**src/rtl/fb_pkg.sv**
```systemverilog
// Shared constants, read-FSM state type and pixel extraction helper for the frame-buffer scan-out block.
// Pure declarations: no latency, no backpressure.
package fb_pkg;

  localparam int PIXEL_W                 = 2;
  localparam int PIXELS_PER_BYTE         = 4;
  localparam int DEFAULT_PIXELS_PER_LINE = 32;

  typedef enum logic [1:0] {
    IDLE,
    FETCH,
    SEND
  } rdState_t;

  // Pixel 0 is the leftmost one and sits in the top two bits of the byte.
  function automatic logic [PIXEL_W-1:0] pixelOf(input logic [7:0] b, input logic [1:0] k);
    logic [PIXEL_W-1:0] p;
    p = b[7:6];
    case (k)
      2'd0: p = b[7:6];
      2'd1: p = b[5:4];
      2'd2: p = b[3:2];
      2'd3: p = b[1:0];
      default: p = b[7:6];
    endcase
    return p;
  endfunction

endpackage

```
**src/rtl/fb_bank_ram.sv**
```systemverilog
// Two-bank frame store, one write port and one synchronous read port (1-cycle read latency).
// No backpressure: every write and every read enable is taken; contents are not reset.
module fb_bank_ram #(
  parameter int ADDR_W = 8
) (
  input  logic            clock,
  input  logic            we,
  input  logic [ADDR_W:0] wrAddr,
  input  logic [7:0]      wrData,
  input  logic            rdEn,
  input  logic [ADDR_W:0] rdAddr,
  output logic [7:0]      rdData
);

  logic [7:0] mem [0:(2**(ADDR_W+1))-1];

  always_ff @(posedge clock) begin
    if (we) begin
      mem[wrAddr] <= wrData;
    end
    if (rdEn) begin
      rdData <= mem[rdAddr];
    end
  end

endmodule

```
**src/rtl/fb_scanout.sv**
```systemverilog
// Ping-pong frame-buffer sink that streams completed frames as 2-bit pixels; first pixel 2 edges after completion.
// Writer never stalls (blocked frames are overwritten, flagged by oOverrun); pixel stream holds while iPixelReady is low.
module fb_scanout
  import fb_pkg::*;
#(
  parameter int PIXELS_PER_LINE = DEFAULT_PIXELS_PER_LINE,
  parameter int ADDR_W          = 8
) (
  input  logic               iClock,
  input  logic               iReset,
  input  logic               iFrameBufferWe,
  input  logic [7:0]         iFrameBufferData,
  input  logic [ADDR_W-1:0]  iFrameBufferAddr,
  output logic [PIXEL_W-1:0] oPixel,
  output logic               oPixelValid,
  input  logic               iPixelReady,
  output logic               oFrameStart,
  output logic               oLineEnd,
  output logic [1:0]         oBankFull,
  output logic               oOverrun
);

  localparam int                BYTES_PER_LINE = PIXELS_PER_LINE / PIXELS_PER_BYTE;
  localparam logic [ADDR_W-1:0] LAST_ADDR      = '1;
  localparam logic [ADDR_W-1:0] LINE_MASK      = ADDR_W'(BYTES_PER_LINE - 1);

  rdState_t          state, stateNext;
  logic [ADDR_W-1:0] rdAddr, rdAddrNext;
  logic [1:0]        pixIdx, pixIdxNext;
  logic              wBank, wBankNext;
  logic              rBank, rBankNext;
  logic [1:0]        full, fullNext;
  logic              midFrame, midFrameNext;
  logic              overrun, overrunNext;
  logic [7:0]        q;
  logic              fetchEn;
  logic              relBank;
  logic              complete;
  logic              readerBusy;

  assign complete  = iFrameBufferWe && (iFrameBufferAddr == LAST_ADDR);
  assign oBankFull = full;
  assign oOverrun  = overrun;

  fb_bank_ram #(
    .ADDR_W(ADDR_W)
  ) uRam (
    .clock (iClock),
    .we    (iFrameBufferWe),
    .wrAddr({wBank, iFrameBufferAddr}),
    .wrData(iFrameBufferData),
    .rdEn  (fetchEn),
    .rdAddr({rBank, rdAddr}),
    .rdData(q)
  );

  // Read FSM: one FETCH bubble per byte, then four SEND beats.
  always_comb begin
    stateNext   = state;
    rdAddrNext  = rdAddr;
    pixIdxNext  = pixIdx;
    fetchEn     = 1'b0;
    relBank     = 1'b0;
    oPixelValid = 1'b0;
    oPixel      = '0;
    oFrameStart = 1'b0;
    oLineEnd    = 1'b0;
    case (state)
      IDLE: begin
        // A bank the writer has re-entered mid-frame is off limits until it completes again.
        if (full[rBank] && !(rBank == wBank && midFrame)) begin
          stateNext  = FETCH;
          rdAddrNext = '0;
        end
      end
      FETCH: begin
        fetchEn    = 1'b1;
        stateNext  = SEND;
        pixIdxNext = '0;
      end
      SEND: begin
        oPixelValid = 1'b1;
        oPixel      = pixelOf(q, pixIdx);
        oFrameStart = (rdAddr == '0) && (pixIdx == 2'd0);
        oLineEnd    = (pixIdx == 2'd3) && ((rdAddr & LINE_MASK) == LINE_MASK);
        if (iPixelReady) begin
          if (pixIdx != 2'd3) begin
            pixIdxNext = pixIdx + 2'd1;
          end else if (rdAddr != LAST_ADDR) begin
            rdAddrNext = rdAddr + 1'b1;
            stateNext  = FETCH;
          end else begin
            relBank   = 1'b1;
            stateNext = IDLE;
          end
        end
      end
      default: stateNext = IDLE;
    endcase
  end

  // Bank bookkeeping: the reader's release is applied before the writer's completion.
  always_comb begin
    fullNext     = full;
    wBankNext    = wBank;
    rBankNext    = rBank;
    midFrameNext = midFrame;
    overrunNext  = 1'b0;
    readerBusy   = (state != IDLE) && !relBank;
    if (relBank) begin
      fullNext[rBank] = 1'b0;
      rBankNext       = ~rBank;
    end
    if (complete) begin
      overrunNext     = fullNext[wBank];
      fullNext[wBank] = 1'b1;
      midFrameNext    = 1'b0;
      if (!fullNext[~wBank] && !(readerBusy && rBank != wBank)) begin
        wBankNext = ~wBank;
      end
    end else begin
      if (iFrameBufferWe) begin
        midFrameNext = 1'b1;
      end
      // A writer parked on its completed frame moves into the bank the reader just freed.
      if (relBank && !midFrame && full[wBank] && rBank != wBank) begin
        wBankNext = ~wBank;
      end
    end
  end

  always_ff @(posedge iClock or negedge iReset) begin
    if (!iReset) begin
      state    <= IDLE;
      rdAddr   <= '0;
      pixIdx   <= '0;
      wBank    <= 1'b0;
      rBank    <= 1'b0;
      full     <= '0;
      midFrame <= 1'b0;
      overrun  <= 1'b0;
    end else begin
      state    <= stateNext;
      rdAddr   <= rdAddrNext;
      pixIdx   <= pixIdxNext;
      wBank    <= wBankNext;
      rBank    <= rBankNext;
      full     <= fullNext;
      midFrame <= midFrameNext;
      overrun  <= overrunNext;
    end
  end

endmodule

```
**config.mk**
```make
export PLATFORM = sky130hd
export DESIGN_NAME = fb_scanout
export DESIGN_NICKNAME = d
export VERILOG_FILES = /design/src/rtl/fb_pkg.sv /design/src/rtl/fb_bank_ram.sv /design/src/rtl/fb_scanout.sv
export SDC_FILE = /design/constraint.sdc
export NUM_CORES = 2
export LEC_CHECK = 0
export CAP_MARGIN = 20
export CELL_PAD_IN_SITES_DETAIL_PLACEMENT = 0
export CELL_PAD_IN_SITES_GLOBAL_PLACEMENT = 1
export CORE_MARGIN = 4
export CORE_UTILIZATION = 50
export DETAILED_ROUTE_END_ITERATION = 8
export PLACE_DENSITY = 0.76
export SLEW_MARGIN = 25
export SYNTH_ARGS = -nofsm -noshare
export SYNTH_HDL_FRONTEND = slang
export SYNTH_SLANG_ARGS = --single-unit
```
**constraint.sdc**
```tcl
create_clock -name iClock -period 5.8 [get_ports iClock]
set_clock_uncertainty 0.1 [all_clocks]
set_input_delay 0.58 -clock iClock [delete_from_list [all_inputs] [get_ports iClock]]
set_output_delay 0.58 -clock iClock [all_outputs]
set_load 0.1 [all_outputs]
```
==> impl_metrics.yaml <==
global_routing:
  track_usage_pct: 25.1
  grt_pass1_wl_um: 593000
  overflow: 0
  grt_max_degree: 202
  use_met1_pct: 35.6
  grt_use_met2_pct: 38.9
  grt_pass1_vias: 77800
  antenna_found_initial: 21
  grt_util_met3_pct: 5.13
  top_usage_layer: "met2"
layout:
  layout_commonest_cell: "edfxtp_1"
  stdcell_count: 11900
  drive_above_1_share_pct: 26.2
  layout.cells.most_common_list: "edfxtp_1 (4104), mux4_2 (1136), nor2_1 (574), clkbuf_16 (409), nand2_1 (205)"
  nets: 7440
  fillers: 22800
  area_growth_pct: 12.0
  stdcell_area_sq_um: 179000
route:
  post_drt_via_cell_ratio: 6.56
  wl_um: 417000
  drt_iter0_drc: 12000
  via_count: 78400
  ant_nets: 0
  wl_per_cell_um: 34.9
  dr.pass1.iters: 8
  drc_errors: 0
clock_tree:
  cts_buffers: 408
  clk_pin_slew_ns: 0.07
  clkLatencyLatePin_ns: 0.99
  cts_setup_buffers: 0
  cts_max_level: 5
  root_buffer: "clkbuf_16"
  cts_tree: "built"
  cts_buffer_depth: 4
  cts_sinks: 4122
worst_hold_path:
  hold_class: "primary input to flip-flop"
  min_from: "iFrameBufferData[7]"
  hold_end: "uRam.mem[456][7]"
  hold_depth: 1
setup_path:
  endpoint_kind: "flip-flop"
  slowest_delay_ns: 1.06
  worst_setup_path_start_kind: "flip-flop"
  cp_cell_sequence: "buf_12 -> mux4_2 -> mux2i_1 -> o31ai_1 -> a211oi_1 -> nand2_1 -> a31oi_2 -> o2111ai_1 -> and3_1"
  critPathSlowestCell: "dfrtp_4"
  r2r-start: "rdAddr[0]"
  path_delay_family: "compound AO/OA/AOI/OAI gates"
  path_max_fanout: 37
  rr_worst_depth: 9
  rrSetupSlack_ns: 0.48
  timing.critical_path.buf_inv: 1
  arrival_ns: 5.91
  crit_required_ns: 6.39
  crit_type: "flip-flop to flip-flop"
  critical_path.reg2reg.endpoint: "uRam.rdData[4]"
timing:
  whs_ns: 0.0358
  setup_violations: 0
  rsz0062_at_grt: "false"
  hold_violations: 0
  tns_ns: 0
  period_minus_slack_ns: 5.32
  max_slew_margin_pct: 19.8
  worst_pin_slew_ns: 1.20
  final-max-slew-violation-count: 0
  max_freq_mhz: 188
  min_period_over_period_pct: 91.7
power_and_ir_drop:
  p_int_w: 0.0534
  p_switching_w: 0.0184
  ir_worst_vdd_mv: 0.277
  cellPowerDensity_nw_per_um2: 401
  power.share.clock_pct: 36.3
  p_comb_share_pct: 17.7
  p_leak_nw: 54.0
  seq_power_share_pct: 46.0
  power_w: 0.0718
  switching_share_pct: 25.7
yosys:
  synthFlopType: "edfxtp_1"
  yosysSeqAreaShare_pct: 77.4
  synth_area_sq_um: 160000
  async_flop_share_pct: 0.437
  netlist_instances: 7176
  synth_cell_types: 67
  syn_nets: 7204
  synth-edff-count: 4104
  avgSynthCellArea_sq_um: 22.3
  synth-seq-cells: 4122
  yosysWarningCount: 0
place:
  dpl_cell_area_sq_um: 166000
  hpwl_um: 246000
  gp_congestion: 0.860
  numPortBuffers: 27
  dp_cells: 11200
floorplanning:
  coreArea_sq_um: 318000
  dieWidth_um: 573
  start_util_pct: 50.2
  die-area_sq_um: 329000
  rows: 207
  ios: 28
  die_h_um: 573
status:
  status: "completed"
flow_run:
  maxCapViolations: 0
==> power by group through the flow <==
stage | clock [W] | sequential, W | combinational, W
final | 0.0261 | 0.0330 | 0.0127
after detailed placement | 0 | 0.0337 | 0.0127
after floorplan | 0 | 0.0335 | 0.00863
after CTS | 0.0263 | 0.0330 | 0.0127
after global routing | 0.0277 | 0.0330 | 0.0132
after global placement | 0 | 0.0336 | 0.0127
==> repair_timing <==
| item | 4_1_cts | 5_1_grt |
|---|---|---|
| hold buffers | 3 | 1 |
| hold endpoints to repair | 100 | 24 |
| gates resized for setup | 0 | 0 |
==> state kept, by name, indices dropped and copies added, names as in the netlist <==
signal / flops
rBank: 1
oOverrun: 1
midFrame: 1
state: 2
uRam.rdData: 8
pixIdx: 2
oBankFull: 2
uRam.mem: 4096
wBank: 1
rdAddr: 8
==> per-layer routing <==
| metal | wire [um] | part of all wire [%] | up-vias |
|---|---|---|---|
| li1 | - | - | 30700 |
| met1 | 158000 | 38 | 42000 |
| met2 | 198000 | 47 | 4846 |
| met3 | 43800 | 11 | 787 |
| met4 | 17600 | 4.2 | 6 |
| met5 | 35 | 0.0084 | - |
==> cell families (layout without fill, tap and decap cells) <==
logic type	count (synthesis)	count (layout)	synth area share [%]
muxes	1250	1250	16.7
buffers and inverters	452	1019	1.60
xor gates and xnor gates	6	6	0.0329
other	0	16	0
adders and majority gates	8	8	0.0627
DFF	4122	4122	77.4
and+or+nand+nor	950	950	2.43
AOI/OAI and AO/OA	388	388	1.72
==> Yosys cell counts (12+ instances only) <==
cell,n,area share (%)
nor2_1,582,1.4
buf_2,86,0.27
buf_4,54,0.25
nor3_1,24,0.075
o21ai_0,35,0.11
buf_1,34,0.080
a31oi_1,12,0.047
mux4_2,1136,16
a221oi_1,19,0.10
nand2_1,221,0.52
a22o_1,25,0.14
nor4_1,14,0.055
a21oi_1,59,0.18
o21ai_1,15,0.047
edfxtp_1,4104,77
nand4_1,15,0.059
mux2i_1,107,0.67
nand3_1,44,0.14
inv_1,12,0.028
dfrtp_1,18,0.28
o22ai_1,39,0.15
clkbuf_1,191,0.45
a211oi_1,13,0.061
a22oi_1,95,0.45
buf_6,69,0.49
==> stage by stage <==
step                      setup WS, ns  utilization [%]
final                            0.483             56.3
after global routing             0.520             56.3
after CTS                        0.552             56.3
after detailed placement         0.839             52.1
after global placement           0.432             52.1
after floorplan                   1.50                -
==> layout make-up <==
type | count | area (sq um) | share of cell area [%]
Sequential cell | 4122 | 124000 | 69.1
Clock buffer | 495 | 10600 | 5.92
Antenna cell | 16 | 40.0 | 0.0224
Inverter | 15 | 75.1 | 0.0419
Clock inverter | 246 | 2620 | 1.46
Timing Repair Buffer | 263 | 2930 | 1.64
Tap cell | 4180 | 5230 | 2.92
Multi-Input combinational cell | 2602 | 33800 | 18.9
==> worst max path at each step <==
| stage | startpoint | end | depth (start not counted) |
|---|---|---|---|
| 6_report | rdAddr[0] | uRam.rdData[4] | 9 |
| 5_1_grt | rdAddr[0] | uRam.rdData[4] | 9 |
| 4_1_cts | rdAddr[0] | oLineEnd | 5 |
| 3_5_place_dp | rdAddr[0] | uRam.rdData[5] | 11 |
| 3_3_place_gp | rdAddr[0] | uRam.rdData[4] | 9 |
| 2_1_floorplan | rdAddr[5] | oFrameStart | 7 |
Note: power is estimated with default switching activity, not from simulation.
